[src/rtl/layer_weight_accumulator_pkg.sv]
// Shared types and arithmetic helpers for the layer weight accumulator.
package layer_acc_pkg;

  typedef enum logic [1:0] {IDLE, SCAN, DONE} acc_state_t;

  // Saturating add of two sign-extended operands; the result is clamped to
  // the signed range of a 'width'-bit accumulator (width must be <= 63).
  function automatic logic signed [63:0] sat_add(input logic signed [63:0] a,
                                                 input logic signed [63:0] b,
                                                 input int                 width);
    logic signed [63:0] s, hi, lo;
    s  = a + b;
    hi = (64'sd1 <<< (width - 1)) - 64'sd1;
    lo = -(64'sd1 <<< (width - 1));
    if (s > hi)      return hi;
    else if (s < lo) return lo;
    else             return s;
  endfunction

endpackage

[src/rtl/layer_weight_accumulator_acc_lane.sv]
// One signed accumulator lane: clear, enable, sign-extend weight, add.
// Build option: ACC_SATURATE_EN clamps each add to the accumulator range;
// without it the add wraps modulo 2^acc_size.
module acc_lane #(
  parameter int w_size   = 8,
  parameter int acc_size = 16
) (
  input  logic                clk,
  input  logic                rst_n,
  input  logic                clr,
  input  logic                en,
  input  logic [w_size-1:0]   w,
  output logic [acc_size-1:0] acc
);

  logic signed [acc_size-1:0] ext;
  logic signed [acc_size-1:0] nxt;

  assign ext = acc_size'($signed(w));

`ifdef ACC_SATURATE_EN
  assign nxt = acc_size'(layer_acc_pkg::sat_add(64'($signed(acc)), 64'(ext), acc_size));
`else
  assign nxt = $signed(acc) + ext;
`endif

  // Accumulator register: clear wins over enable so a new run starts at zero.
  always_ff @(posedge clk or negedge rst_n) begin
    if (!rst_n)   acc <= '0;
    else if (clr) acc <= '0;
    else if (en)  acc <= nxt;
  end

endmodule

[src/rtl/layer_weight_accumulator.sv]
// Reads the inter-layer weight ROM for every active input spike and sums the
// returned rows into one signed accumulator per output neuron.
// Build option: ACC_SATURATE_EN selects saturating accumulation (see acc_lane).
module layer_weight_accumulator
  import layer_acc_pkg::*;
#(
  parameter int w_size      = 8,
  parameter int neurons_in  = 8,
  parameter int neurons_out = 2,
  parameter int acc_size    = 16
) (
  input  logic                            clk,
  input  logic                            rst_n,
  input  logic                            start,
  input  logic [neurons_in-1:0]           spikes_in,
  output logic [neurons_in-1:0]           rom_addr,
  input  logic [neurons_out*w_size-1:0]   rom_data,
  output logic                            busy,
  output logic                            done,
  output logic [neurons_out*acc_size-1:0] sums
);

  localparam int IW = (neurons_in > 1) ? $clog2(neurons_in) : 1;
  localparam logic [IW-1:0] LAST = IW'(neurons_in - 1);

  acc_state_t            state, state_nxt;
  logic [IW-1:0]         idx;
  logic [neurons_in-1:0] spk;
  logic                  accept, hit, acc_clr, acc_en;

  assign accept = (state == IDLE) && start;
  assign hit    = spk[idx];

  // State register.
  always_ff @(posedge clk or negedge rst_n) begin
    if (!rst_n) state <= IDLE;
    else        state <= state_nxt;
  end

  // Next state and decoded outputs; the scan length is fixed at neurons_in.
  always_comb begin
    state_nxt = state;
    busy      = 1'b0;
    done      = 1'b0;
    rom_addr  = '0;
    acc_clr   = 1'b0;
    acc_en    = 1'b0;
    case (state)
      IDLE: begin
        if (start) begin
          acc_clr   = 1'b1;
          state_nxt = SCAN;
        end
      end
      SCAN: begin
        busy = 1'b1;
        if (hit) begin
          rom_addr = neurons_in'(1) << idx;
          acc_en   = 1'b1;
        end
        if (idx == LAST) state_nxt = DONE;
      end
      DONE: begin
        busy      = 1'b1;
        done      = 1'b1;
        state_nxt = IDLE;
      end
      default: state_nxt = IDLE;
    endcase
  end

  // Scan index and spike snapshot; both restart only on an accepted start.
  always_ff @(posedge clk or negedge rst_n) begin
    if (!rst_n) begin
      idx <= '0;
      spk <= '0;
    end else if (accept) begin
      idx <= '0;
      spk <= spikes_in;
    end else if (state == SCAN && idx != LAST) begin
      idx <= idx + IW'(1);
    end
  end

  for (genvar j = 0; j < neurons_out; j++) begin : g_lane
    acc_lane #(
      .w_size   (w_size),
      .acc_size (acc_size)
    ) u_lane (
      .clk   (clk),
      .rst_n (rst_n),
      .clr   (acc_clr),
      .en    (acc_en),
      .w     (rom_data[j*w_size +: w_size]),
      .acc   (sums[j*acc_size +: acc_size])
    );
  end

endmodule
[config.mk]
export PLATFORM = sky130hd
export DESIGN_NAME = layer_weight_accumulator
export DESIGN_NICKNAME = d
export VERILOG_FILES = /design/src/rtl/layer_weight_accumulator_pkg.sv /design/src/rtl/layer_weight_accumulator_acc_lane.sv /design/src/rtl/layer_weight_accumulator.sv
export SDC_FILE = /design/constraint.sdc
export NUM_CORES = 1
export LEC_CHECK = 0
export ABC_AREA = 1
export CORE_MARGIN = 2
export CORE_UTILIZATION = 49
export DETAILED_ROUTE_END_ITERATION = 6
export PLACE_DENSITY = 0.78
export SLEW_MARGIN = 40
export SYNTH_ARGS = -nofsm -noshare
export SYNTH_HDL_FRONTEND = slang
export SYNTH_HIERARCHICAL = 1
export SYNTH_SLANG_ARGS = --single-unit
[constraint.sdc]
create_clock -name clk -period 1.6 [get_ports clk]
set_input_delay 0.16 -clock clk [delete_from_list [all_inputs] [get_ports clk]]
set_output_delay 0.16 -clock clk [all_outputs]
set_load 0.02 [all_outputs]
== Word-level counts from Yosys, hierarchy flattened ==
Cells that the tools add are included.
Storage, ports and cells
  flip-flop bits (word level): 45
  input port bits: 27
  output and inout bits: 42
  logic and storage cells: 42
Cells by class
  add/subtract/negate cells: 3
  $lt $le $gt $ge: 1
  eq/ne operators: 6
  shift operators: 1
  mux-type cells: 19
  reduce and logical (&&, ||, !) cells: 7
Operators by type and width (number)
  16-bit 2-to-1 mux: 4
  16-bit by 8-bit adder with 16-bit output: 2
  8-bit 2-to-1 mux: 2
  1-bit by 3-bit << shifter with 8-bit output (first input constant): 1
  1-bit 2-to-1 mux: 7
  3-bit 2-to-1 mux: 2
  3-bit by 4-bit < comparator with 1-bit output (second input constant): 1
  2-bit 2-to-1 mux: 2
  2-bit inequality test (second input constant): 2
  2-bit one-hot mux with 2 select lines: 1
  2-bit nonzero test: 2
  3-bit by 1-bit adder with 3-bit output (second input constant): 1
  1-bit binary-select mux with 3-bit select: 1
  3-bit equality test (second input constant): 1
  3-bit inequality test (second input constant): 1
  2-bit by 1-bit equality test with 1-bit output (second input constant): 1
  2-bit equality test (second input constant): 1
  1-bit logical AND: 2
  2-bit zero test: 1
  2-bit AND reduction: 1
  2-bit OR reduction: 1

== Logic depth before layout (Yosys ltp) ==
  word-level depth: 6
  gate-level depth with buffers: 14
  gate-level depth less buffers: 14

== Hierarchy ==
The synthesis kept the hierarchy.
By module, submodules not included
  acc_lane: times used 2, cells each 243, area each 1530.2 um^2, sequential area each 400.4 um^2
  layer_weight_accumulator: times used 1, cells each 103, area each 793.3 um^2, sequential area each 325.3 um^2

== Worst setup path after synthesis ==
OpenSTA, ideal clock, no wires.
  path kind: reg2reg
  from: reg state[0]
  to: reg g_lane[0].u_lane.acc[15]
  setup time: 65 ps
  data arrival time: 1673 ps
  data required time: 1535 ps
  path slack: -138 ps
  stages on the path, launching flop included: 10
  path buffers: 2
  period minus slack after synthesis: 1738 ps
  path through: dfrtp_1 > inv_1 > ha_1 > nand2_1 > clkinv_1 > buf_2 > nor2_1 > buf_2 > nand2_1 > nand2_1
On the way
  cells in the longest elaborated chain, start to end: 3
  elaborated cells between the ends (all ways): 6
  classes of those cells: eq/ne: 1; mux: 3; reduce/logical: 2
Ends and longest elaborated chain
  start: declaration: RTL line layer_weight_accumulator.sv:26  | acc_state_t state, state_nxt;
  start signal: assignment: RTL line layer_weight_accumulator.sv:37  | else state <= state_nxt;
  2-bit zero test (*): RTL line layer_weight_accumulator.sv:48  | case (state)
  1-bit 2-to-1 mux (*): RTL line layer_weight_accumulator.sv:48
  net acc_clr: RTL line layer_weight_accumulator.sv:29  | logic accept, hit, acc_clr, acc_en;
  16-bit 2-to-1 mux or 2-bit nonzero test (tied branches)
  end signal: assignment: RTL line layer_weight_accumulator_acc_lane.sv:31  | else if (en) acc <= nxt;
  end: declaration: RTL line layer_weight_accumulator_acc_lane.sv:13  | output logic [acc_size-1:0] acc
Mark *: on every way through the listed nets, which the timed path passes. The rest lies on a longest branch.
A chain may end at the register's enable or synchronous reset.

== Worst setup path in the final report ==
  from: reg idx[0]
  to: reg g_lane[1].u_lane.acc[3]
On the way
  cells in the longest elaborated chain, start to end: 5
Ends and longest elaborated chain
  start: declaration: RTL line layer_weight_accumulator.sv:27  | logic [IW-1:0] idx;
  start signal: assignment: RTL line layer_weight_accumulator.sv:81  | idx <= idx + IW'(1);
  1-bit binary-select mux with 3-bit select: RTL line layer_weight_accumulator.sv:32  | assign hit = spk[idx];
  1-bit 2-to-1 mux (not written as such): RTL line layer_weight_accumulator.sv:32
  1-bit 2-to-1 mux: RTL line layer_weight_accumulator.sv:57  | if (hit) begin
  1-bit 2-to-1 mux: RTL line layer_weight_accumulator.sv:48
  net acc_en: RTL line layer_weight_accumulator.sv:29
  2-bit nonzero test (no source line)
  end signal: assignment: RTL line layer_weight_accumulator_acc_lane.sv:31
  end: declaration: RTL line layer_weight_accumulator_acc_lane.sv:13
The timed path passes the listed nets, and every way through them passes these cells. The select of a mux whose other input is x is not followed.

==> qor.csv <==
stage;metric;value;unit
pwr;switching_power;0.004951;W
global_route;grt_pass1_wl;17.77;mm
clock_network;clk_transition_reported_paths;90;ps
cells_and_area;final_cells;829;
timing;fmax;566.8;MHz
run;drv_cap;0;
timing;tns;-3370;ps
timing;finalMaxSlewViolations;0;
timing;period_needed;1764;ps
worst_setup_path;end_kind;register;
timing;relSlewSlack;0.5932;
timing;worst_pin_slew;610.3;ps
cells_and_area;layout_commonest_cell;nand2_1;
logic_synthesis;ys.flop_type;dfrtp_1;
route;dr.pass1.iters;5;
logic_synthesis;synthCells;589;
die;dieHeight;92.69;µm
clock_network;h-tree-depth;2;
worst_setup_path;crit_chain;inv_4 > nand2_2 > nand3_2 > nand2_2 > nand2_4 > nand2_2 > nand2_4 > inv_4 > buf_6 > nor2_4 > buf_12 > nand2_2 > o21ai_1;
cells_and_area;area.growth.synth_to_final;49.45;%
place;dp_hpwl;8.008;mm
route;ant_nets;0;
global_route;first_global_vias;4056;
pwr;vdd_ir_drop_max;1.322;mV
worst_setup_path;arrival;1990;ps
pwr;p_per_area;1769;mW/mm²
cells_and_area;diodes;0;
place;dpl_cell_area;0.005156;mm²
logic_synthesis;synth.distinct_cells;27;
logic_synthesis;avgSynthCellArea;6.543;µm²
die;start_util;0.5013;
logic_synthesis;async_flop_share;1.000;
logic_synthesis;syn_nets;658;
worst_setup_path;path_max_fanout;8;
clock_network;clk_path_buf_depth;2;
place;io_buffers;68;
worst_setup_path;cp_common_cell;nand2_2;
worst_setup_path;reg2reg_from;idx[0];
timing;skew;6.143;ps
worst_setup_path;r2r-end;g_lane[1].u_lane/acc[3];
worst_setup_path;cp.required;1820;ps
global_route;grt_start_max_net_pins;25;
route;drt-initial-drc-count;206;
pwr;leakage;3.086;nW
cells_and_area;nNetsFinal;795;
clock_network;cts.sink_count;45;
cells_and_area;final_layout_size_suffix_gt1_frac;0.2916;
logic_synthesis;synth-seq-area-share;0.2922;
logic_synthesis;yosysWarnings;6;
pwr;combPwrFrac;0.727;
pwr;power.share.sequential;0.194;
global_route;grt.total_usage;0.2526;
worst_setup_path;critPathKind;register to register;
global_route;antenna_found_initial;0;
hold_path;hold_path_class;primary input to async pin;
logic_synthesis;post_synth_instance_area;0.003854;mm²
pwr;p_clk_frac;0.079;
route;routed_wl;11.55;mm
clock_network;clock-root-buffer;clkbuf_8;
worst_setup_path;reg2regPathDepth;13;
place;placedCellCount;814;
clock_network;clock_latency;300;ps
cells_and_area;final_util;0.7492;
die;die_w;92.69;µm
die;ioPinCount;69;
route;viasPerCell;5.119;
timing;fin_ws;-164.2;ps
die;die_area;0.008591;mm²
clock_network;tritoncts;built;
worst_setup_path;crit_buf_inv;4;
route;wl_per_cell;13.93;µm
cells_and_area;final_cell_mix;nand2_1, inv_1, buf_4;
logic_synthesis;synth_edf_count;0;
timing;rsz0062_at_grt;yes;
logic_synthesis;ys_ff_latch;45;
worst_setup_path;slowest_delay;470;ps
worst_setup_path;cp_top_family;simple AND/OR/NAND/NOR gates;
clock_network;cts_buffers;5;
timing;finalSetupViolCount;40;
die;core-area;0.007687;mm²
timing;fin_crit_sh;1.103;
route;drc_errors;0;
route;via_count;4244;
timing;finalHoldViolCount;0;
die;row_count;32;
global_route;gr-total-overflow;0;
pwr;sw_frac_of_total;0.4860;
worst_setup_path;cp-start-kind;register;
place;routabilityCongestion;0.9396;
worst_setup_path;regToRegSetupSlack;-160;ps
worst_setup_path;cp_slowest_cell;dfrtp_2;
run_status;violations;negative setup slack;
cells_and_area;final_area;0.005759;mm²
pwr;internal_power;0.005237;W
run_status;status;finished, violations left;
==> metal layers <==
layer  routed length (µm)  vias up  global-route usage
met1                 4818     1969              0.3192
met2                 5917      146              0.4355
met4                  313        0              0.1017
met5                    0        -                   0
met3                  500       29             0.03499
li1                     -     2100                   -
==> Yosys cell counts (3+ instances only) <==
library cell / instances / area (µm²)
nand2_2: 14 / 87.58
inv_1: 95 / 356.6
inv_2: 9 / 33.78
dfrtp_1: 45 / 1126
o21ai_1: 4 / 20.02
o21ai_0: 22 / 110.1
ha_1: 40 / 500.5
nand3_1: 40 / 200.2
xor2_1: 4 / 35.03
nor2_1: 32 / 120.1
nor3_1: 6 / 30.03
a21oi_1: 17 / 85.08
nand2_1: 224 / 840.8
nand3b_1: 6 / 45.04
nor3_2: 6 / 60.06
a21oi_2: 4 / 35.03
buf_2: 3 / 15.01
==> what timing repair did <==
action,4_1_cts,5_1_grt
pin swaps,9,4
setup endpoints to repair,47,49
hold buffers,1,0
buffers inserted,4,1
gates cloned,1,0
gates resized for setup,89,82
hold endpoints to repair,22,0
==> flip-flops by register name, summed over array words and instances, names as in the netlist <==
register / count
g_lane.u_lane/acc: 32
state: 2
spk: 8
idx: 3
==> layout make-up <==
cell class                 count  area, µm²
tap                          102      127.6
clock buffer                   7      96.34
clock inverter                 1      5.005
fill                         579       1928
timing repair buffer         135       1234
inverter                     105      404.1
multi-input combinational    434       2763
sequential                    45       1130
==> power by group through the flow <==
stage / combinational, W / clock (W) / sequential (W)
3_5_place_dp: 0.00615 / 0 / 0.00191
5_1_grt: 0.00810 / 0.000869 / 0.00203
6_report: 0.00741 / 0.000803 / 0.00198
4_1_cts: 0.00673 / 0.000825 / 0.00191
2_1_floorplan: 0.00333 / 0 / 0.00219
3_3_place_gp: 0.00592 / 0 / 0.00190
==> worst max-delay path by stage <==
stage,start,endpoint,slack [ps],depth (start not counted)
after global placement,rom_data[15],g_lane[1].u_lane/acc[13],-300,11
after detailed placement,rom_data[0],g_lane[0].u_lane/acc[12],-370,12
after floorplan,g_lane[0].u_lane/acc[0],g_lane[0].u_lane/acc[12],30,11
final,idx[0],g_lane[1].u_lane/acc[3],-160,13
after global routing,idx[0],g_lane[1].u_lane/acc[0],-230,12
after CTS,idx[0],rom_addr[7],-140,6
==> metrics by stage <==
| step | worst slack, ps | total power [W] | hold WS, ps |
|---|---|---|---|
| after global placement | -299.8 | 0.007818 | 203.2 |
| final | -164.2 | 0.01019 | 395.7 |
| after global routing | -226.0 | 0.01099 | 434.2 |
| after floorplan | 25.50 | 0.005519 | -135.6 |
| after detailed placement | -366.1 | 0.008069 | 203.8 |
| after CTS | -140.2 | 0.009467 | 407.7 |
==> logic make-up (layout without fill, tap and decap cells) <==
logic type,after synthesis,after routing,share of synthesized area
xor+xnor,4,4,0.009090
flops,45,45,0.2922
compound gates,50,50,0.07111
fa+ha+maj,42,42,0.1403
simple gates,338,338,0.3773
buf+inv,110,248,0.1101
No activity file was read; power rests on OpenSTA's default activity.
